$ cat config.mk
export PLATFORM = sky130hd
export DESIGN_NAME = menu_sprite_addr_flat
export DESIGN_NICKNAME = d
export VERILOG_FILES = /design/src/rtl/menu_sprite_addr_if.sv /design/src/rtl/menu_sprite_addr.sv /design/src/flat_wrapper.sv
export SDC_FILE = /design/constraint.sdc
export NUM_CORES = 1
export LEC_CHECK = 0
export CORE_UTILIZATION = 50
export CTS_BUF_LIST = sky130_fd_sc_hd__clkbuf_4 sky130_fd_sc_hd__clkbuf_8 sky130_fd_sc_hd__clkbuf_16
export DETAILED_ROUTE_END_ITERATION = 10
export HOLD_SLACK_MARGIN = 0.03
export PLACE_DENSITY = 0.9
export SYNTH_ARGS = -nofsm -noshare
export SYNTH_HDL_FRONTEND = slang
export SYNTH_SLANG_ARGS = --single-unit
$ cat constraint.sdc
create_clock -name Clk -period 3.6 [get_ports Clk]
set_input_delay 0.9 -clock Clk [delete_from_list [all_inputs] [get_ports Clk]]
set_output_delay 0.9 -clock Clk [all_outputs]
set_load 0.01 [all_outputs]
$ cat src/rtl/menu_sprite_addr_if.sv
// Pixel-side bus of the menu sprite address generator: raster position and menu controls in,
// frame-RAM address, RAM select, pixel-valid and exit pulse out.
interface menu_sprite_addr_if;
  logic [9:0]  DrawX;
  logic [9:0]  DrawY;
  logic        frame_sync;
  logic        menu_active;
  logic        start_key;
  logic [18:0] read_address;
  logic        frame_sel;
  logic        sprite_on;
  logic        menu_done;

  modport master (
    output DrawX, DrawY, frame_sync, menu_active, start_key,
    input  read_address, frame_sel, sprite_on, menu_done
  );

  modport slave (
    input  DrawX, DrawY, frame_sync, menu_active, start_key,
    output read_address, frame_sel, sprite_on, menu_done
  );
endinterface

$ cat src/rtl/menu_sprite_addr.sv
// Menu sprite RAM addressing with blink/flash FSM. Latency: read_address 1 cycle, sprite_on 2
// cycles (matches registered RAM read); no backpressure, outputs follow the raster every cycle.
module menu_sprite_addr #(
  parameter int SPR_W        = 128,
  parameter int SPR_H        = 64,
  parameter int ORIGIN_X     = 256,
  parameter int ORIGIN_Y     = 208,
  parameter int BLINK_FRAMES = 30,
  parameter int FLASH_FRAMES = 8
) (
  input logic              Clk,
  input logic              Reset_n,
  menu_sprite_addr_if.slave bus
);

  typedef enum logic [1:0] {IDLE, SHOW, FLASH, DONE} state_t;

  // Window edges held one bit wider than DrawX/DrawY so an end column of 1024 does not wrap.
  localparam logic [10:0] X_LO    = 11'(ORIGIN_X);
  localparam logic [10:0] X_END   = 11'(ORIGIN_X + SPR_W);
  localparam logic [10:0] Y_LO    = 11'(ORIGIN_Y);
  localparam logic [10:0] Y_END   = 11'(ORIGIN_Y + SPR_H);
  localparam logic [18:0] W19     = 19'(SPR_W);
  localparam logic [5:0]  BLINK_L = 6'(BLINK_FRAMES - 1);
  localparam logic [5:0]  FLASH_L = 6'(FLASH_FRAMES - 1);

  state_t      state_q, state_d;
  logic [5:0]  cnt_q, cnt_d;
  logic        frame_sel_q, frame_sel_d;
  logic [18:0] read_address_q, read_address_d;
  logic        vis1_q, vis1_d;
  logic        vis2_q, vis2_d;

  logic        in_window;
  logic [9:0]  dx, dy;

  always_comb begin
    in_window = ({1'b0, bus.DrawX} >= X_LO) && ({1'b0, bus.DrawX} < X_END) &&
                ({1'b0, bus.DrawY} >= Y_LO) && ({1'b0, bus.DrawY} < Y_END);
    dx = bus.DrawX - X_LO[9:0];
    dy = bus.DrawY - Y_LO[9:0];
    // Offsets are only meaningful inside the window; outside, force zero so no wrap leaks out.
    read_address_d = in_window ? ({9'd0, dy} * W19 + {9'd0, dx}) : 19'd0;
    vis1_d = in_window && ((state_q == SHOW) || (state_q == FLASH));
    vis2_d = vis1_q;
  end

  always_comb begin
    state_d     = state_q;
    cnt_d       = cnt_q;
    frame_sel_d = frame_sel_q;
    unique case (state_q)
      IDLE: begin
        if (bus.menu_active) begin
          state_d     = SHOW;
          cnt_d       = 6'd0;
          frame_sel_d = 1'b0;
        end
      end
      SHOW: begin
        if (!bus.menu_active) begin
          state_d     = IDLE;
          cnt_d       = 6'd0;
          frame_sel_d = 1'b0;
        end else if (bus.start_key) begin
          state_d = FLASH;
          cnt_d   = 6'd0;
        end else if (bus.frame_sync) begin
          if (cnt_q == BLINK_L) begin
            frame_sel_d = ~frame_sel_q;
            cnt_d       = 6'd0;
          end else begin
            cnt_d = cnt_q + 6'd1;
          end
        end
      end
      FLASH: begin
        if (!bus.menu_active) begin
          state_d     = IDLE;
          cnt_d       = 6'd0;
          frame_sel_d = 1'b0;
        end else if (bus.frame_sync) begin
          frame_sel_d = ~frame_sel_q;
          if (cnt_q == FLASH_L) begin
            state_d = DONE;
            cnt_d   = 6'd0;
          end else begin
            cnt_d = cnt_q + 6'd1;
          end
        end
      end
      DONE: begin
        state_d     = IDLE;
        cnt_d       = 6'd0;
        frame_sel_d = 1'b0;
      end
      default: begin
        state_d     = IDLE;
        cnt_d       = 6'd0;
        frame_sel_d = 1'b0;
      end
    endcase
  end

  always_ff @(posedge Clk or negedge Reset_n) begin
    if (!Reset_n) begin
      state_q        <= IDLE;
      cnt_q          <= 6'd0;
      frame_sel_q    <= 1'b0;
      read_address_q <= 19'd0;
      vis1_q         <= 1'b0;
      vis2_q         <= 1'b0;
    end else begin
      state_q        <= state_d;
      cnt_q          <= cnt_d;
      frame_sel_q    <= frame_sel_d;
      read_address_q <= read_address_d;
      vis1_q         <= vis1_d;
      vis2_q         <= vis2_d;
    end
  end

  assign bus.read_address = read_address_q;
  assign bus.frame_sel    = frame_sel_q;
  assign bus.sprite_on    = vis2_q;
  assign bus.menu_done    = (state_q == DONE);

endmodule

$ cat src/flat_wrapper.sv
// flat-port wrapper written by rule: the top's interface ports become plain ports
module menu_sprite_addr_flat 
#(
  parameter int SPR_W        = 128,
  parameter int SPR_H        = 64,
  parameter int ORIGIN_X     = 256,
  parameter int ORIGIN_Y     = 208,
  parameter int BLINK_FRAMES = 30,
  parameter int FLASH_FRAMES = 8
)
  (Clk, Reset_n, bus_DrawX, bus_DrawY, bus_frame_sync, bus_menu_active, bus_start_key, bus_read_address, bus_frame_sel, bus_sprite_on, bus_menu_done);
  menu_sprite_addr_if bus_i ();
  input logic Clk;
  input logic Reset_n;
  input wire logic [$bits(bus_i.DrawX)-1:0] bus_DrawX;
  input wire logic [$bits(bus_i.DrawY)-1:0] bus_DrawY;
  input wire logic [$bits(bus_i.frame_sync)-1:0] bus_frame_sync;
  input wire logic [$bits(bus_i.menu_active)-1:0] bus_menu_active;
  input wire logic [$bits(bus_i.start_key)-1:0] bus_start_key;
  output wire logic [$bits(bus_i.read_address)-1:0] bus_read_address;
  output wire logic [$bits(bus_i.frame_sel)-1:0] bus_frame_sel;
  output wire logic [$bits(bus_i.sprite_on)-1:0] bus_sprite_on;
  output wire logic [$bits(bus_i.menu_done)-1:0] bus_menu_done;
  assign bus_i.DrawX = bus_DrawX;
  assign bus_i.DrawY = bus_DrawY;
  assign bus_i.frame_sync = bus_frame_sync;
  assign bus_i.menu_active = bus_menu_active;
  assign bus_i.start_key = bus_start_key;
  assign bus_read_address = bus_i.read_address;
  assign bus_frame_sel = bus_i.frame_sel;
  assign bus_sprite_on = bus_i.sprite_on;
  assign bus_menu_done = bus_i.menu_done;
  menu_sprite_addr #(.SPR_W(SPR_W), .SPR_H(SPR_H), .ORIGIN_X(ORIGIN_X), .ORIGIN_Y(ORIGIN_Y), .BLINK_FRAMES(BLINK_FRAMES), .FLASH_FRAMES(FLASH_FRAMES)) u_core (.Clk(Clk), .Reset_n(Reset_n), .bus(bus_i));
endmodule
==> flow_metrics.py <==
metrics = {
    "run_status": {
        "status": "finished clean",
    },
    "yosys": {
        "ys_top_cells_by_area": "dfrtp_1 39%, ha_1 9.5%, inv_1 2.8%",
        "synth_async_sr_flop_share": 1.00,
        "synth.distinct_cells": 57,
        "synth_fa_ha_area_frac": 0.106,
        "syn_inst": 184,
        "synth_edf_count": 0,
        "synthXorXnorAreaFrac": 0.0284,
        "synth-simple-area-share": 0.226,
        "synth-warning-count": 0,
        "syn_area_per_cell_sq_um": 10.0,
        "synth_top_cell_by_area": "dfrtp_1",
        "synth_top_family_by_area": "simple AND/OR/NAND/NOR gates",
        "muxShareOfSynthArea": 0.0115,
        "seq_area_frac_synth": 0.393,
        "synth_area_sq_mm": 0.00185,
        "synth_compound_gate_area_share": 0.177,
        "synth_top_cell_area_share": 0.393,
        "synth_seq_cells": 29,
        "ys.flop_type": "dfrtp_1",
    },
    "setup_path": {
        "reg2reg_slack_ns": 1.57,
        "crit_slowest_cell": "clkdlybuf4s50_1",
        "max_stage_delay_ns": 0.55,
        "critPathKind": "in -> reg",
        "path_max_fanout": 4,
        "path_cells": "clkdlybuf4s50_1 -> inv_1 -> ha_1 -> inv_1 -> ha_1 -> nor2b_1 -> o21ai_0 -> a21o_1 -> a2111oi_2",
        "end_kind": "flip-flop",
        "cp.arrival_ns": 3.15,
        "start_kind": "input port",
        "critPathRequiredTime_ns": 3.76,
    },
    "timing": {
        "tns_ns": 0,
        "slew_headroom": 0.513,
        "fin_worst_skew_ns": 0.00280,
        "finalSetupViolations": 0,
        "maxSlewViolCount": 0,
        "timing.final.crit_share": 0.830,
        "fin_crit_ns": 2.99,
        "max_clock_freq_mhz": 334,
        "worstMarginPinSlew_ns": 0.731,
        "finalHoldViolations": 0,
        "rsz0062_at_grt": "false",
    },
    "die": {
        "die_w_microns": 62.8,
        "core_sq_mm": 0.00344,
        "num_rows": 21,
        "num_io_pins": 47,
        "die_height_microns": 62.8,
        "die_area_sq_mm": 0.00394,
        "start_util": 0.537,
    },
    "min_path": {
        "hold_path.class": "reg -> reg",
    },
    "power": {
        "p_leak_nw": 1.03,
        "power_mw": 1.04,
        "power_switching_share": 0.301,
        "ir_drop_uv": 226,
        "intPower_mw": 0.727,
        "p_comb_frac": 0.310,
        "power_switching_mw": 0.313,
        "sequentialPowerShare": 0.355,
        "clock_power_share": 0.335,
        "power_density_mw_per_mm2": 425,
    },
    "clock_network": {
        "post_cts_buffers": 0,
        "cts_tree": "done",
        "cts_hold_buf": 0,
        "clk_latency_ns": 0.27,
        "cts_resized": 0,
        "clock_sinks": 29,
        "clk_pin_slew_worst_paths_ns": 0.06,
        "clockRootBuffer": "clkbuf_8",
        "numCtsBuffers": 5,
        "h-tree-depth": 2,
        "clock_path_buffers": 2,
    },
    "layout": {
        "num_antenna_cells": 0,
        "drive_gt1_frac": 0.108,
        "seq_area_sq_um": 726,
        "num-fill-cells": 258,
        "multi_input_area_sq_mm": 0.00102,
        "nNetsFinal": 271,
        "area_growth_pct": 32.6,
    },
    "global_route": {
        "grt_pass1_wl_mm": 6.88,
        "grt_max_degree": 30,
        "grt_antenna_before_repair": 0,
        "track_usage": 0.221,
        "overflow": 0,
        "grt_pass1_vias": 1505,
    },
    "placement": {
        "gp_congestion": 0.894,
        "portBuffers": 45,
        "hpwl_mm": 2.88,
    },
    "detailed_routing": {
        "vias": 1547,
        "drt_iter0_drc": 103,
        "drt.antenna.violating_nets": 0,
        "route.detailed.wl_per_inst_microns": 14.0,
        "firstDrtPassIters": 4,
        "routed_via_density": 5.56,
        "routed_wl_mm": 3.90,
        "drc": 0,
    },
    "job": {
        "cap_violations": 0,
    },
}
==> cells in the mapped netlist (2+ instances only) <==
master	n
nand2_1	10
nor2b_1	5
a21oi_1	5
buf_2	3
o211ai_1	3
xor2_1	3
nand2b_1	4
a211oi_2	2
inv_1	14
nand4_1	2
clkbuf_1	2
a31oi_1	2
dfrtp_1	29
and2_1	3
ha_1	14
o21ai_0	7
nor4_1	3
xnor2_1	3
a21o_1	3
nor4b_1	2
o21a_1	2
nand3b_1	2
nor3b_1	6
nor3_2	4
nor2_1	9
o2111ai_1	3
buf_4	2
or3_1	2
nand3_1	5
nor3b_2	3
==> power by group through the flow <==
stage / Combinational [mW] / Clock (mW) / Sequential, mW
3_3_place_gp: 0.314 / 0 / 0.373
2_1_floorplan: 0.210 / 0 / 0.373
5_1_grt: 0.361 / 0.373 / 0.371
6_report: 0.323 / 0.348 / 0.369
4_1_cts: 0.323 / 0.354 / 0.368
3_5_place_dp: 0.320 / 0 / 0.374
==> critical path: cells and delay by family <==
family / cells / cell delay [ns]
AO/OA/AOI/OAI: 3 / 0.79
adder cells (fa/ha/maj): 2 / 0.59
buffers and inverters: 3 / 0.68
AND/OR/NAND/NOR: 1 / 0.18
==> metrics by stage <==
stage	instances	setup WS, ns	hold slack (ns)	util	instance area (sq um)
6_report	278	0.610	0.350	0.712	2450
5_1_grt	278	0.437	0.355	0.712	2450
4_1_cts	278	0.611	0.352	0.712	2450
3_5_place_dp	270	0.336	0.339	0.677	2330
3_3_place_gp	270	0.426	0.333	0.677	2330
2_1_floorplan	185	1.11	0.331	-	1850
==> metal layers <==
layer	part of all wire	up-vias	global-route usage
li1	-	754	-
met1	0.43	742	0.274
met2	0.52	45	0.371
met3	0.035	6	0.0566
met4	0.012	0	0.0785
met5	0	-	0
==> worst paths after layout <==
check | end | depth (start not counted) | start
max | u_core.bus.read_address[15] | 9 | bus_DrawX[8]
min | u_core.bus.sprite_on | 0 | u_core.vis1_q
max reg2reg | u_core.cnt_q[1] | 6 | u_core.state_q[1]
min reg2reg | u_core.bus.sprite_on | 0 | u_core.vis1_q
max in group asynchronous | u_core.bus.read_address[5] | 2 | Reset_n
min in group asynchronous | u_core.bus.read_address[12] | 2 | Reset_n
==> sequential cells by signal, summed over array words and instances, names as in the netlist <==
register	cells
u_core.cnt_q	6
u_core.bus.frame_sel	1
u_core.bus.sprite_on	1
u_core.vis1_q	1
u_core.state_q	2
u_core.bus.read_address	18
==> final cells by class <==
cell class / instances / area share
Inverter: 14 / 0.0215
Tap cell: 46 / 0.0235
Timing Repair Buffer: 48 / 0.193
Clock buffer: 7 / 0.0368
Clock inverter: 1 / 0.0123
Sequential cell: 29 / 0.296
Multi-Input combinational cell: 133 / 0.417
==> layout by cell type, fill, tap and decap left out, drive strengths merged, types with 4 or more instances in the layout <==
| master | n |
|---|---|
| clkdlybuf4s50 | 45 |
| dfrtp | 29 |
| inv | 14 |
| ha | 14 |
| nand2 | 10 |
| nor2 | 9 |
| o21ai | 9 |
| nor3b | 9 |
| clkbuf | 7 |
| a21oi | 5 |
| nor2b | 5 |
| nand3 | 5 |
| nor3 | 5 |
| nand2b | 4 |
==> cells by family after synthesis <==
family	count (synthesis)
flip-flops	29
AO/OA/AOI/OAI	42
XOR/XNOR	6
adder cells (fa/ha/maj)	15
AND/OR/NAND/NOR	66
other	1
multiplexers	2
buffers and inverters	23
Power figures use the tool's default switching activity.
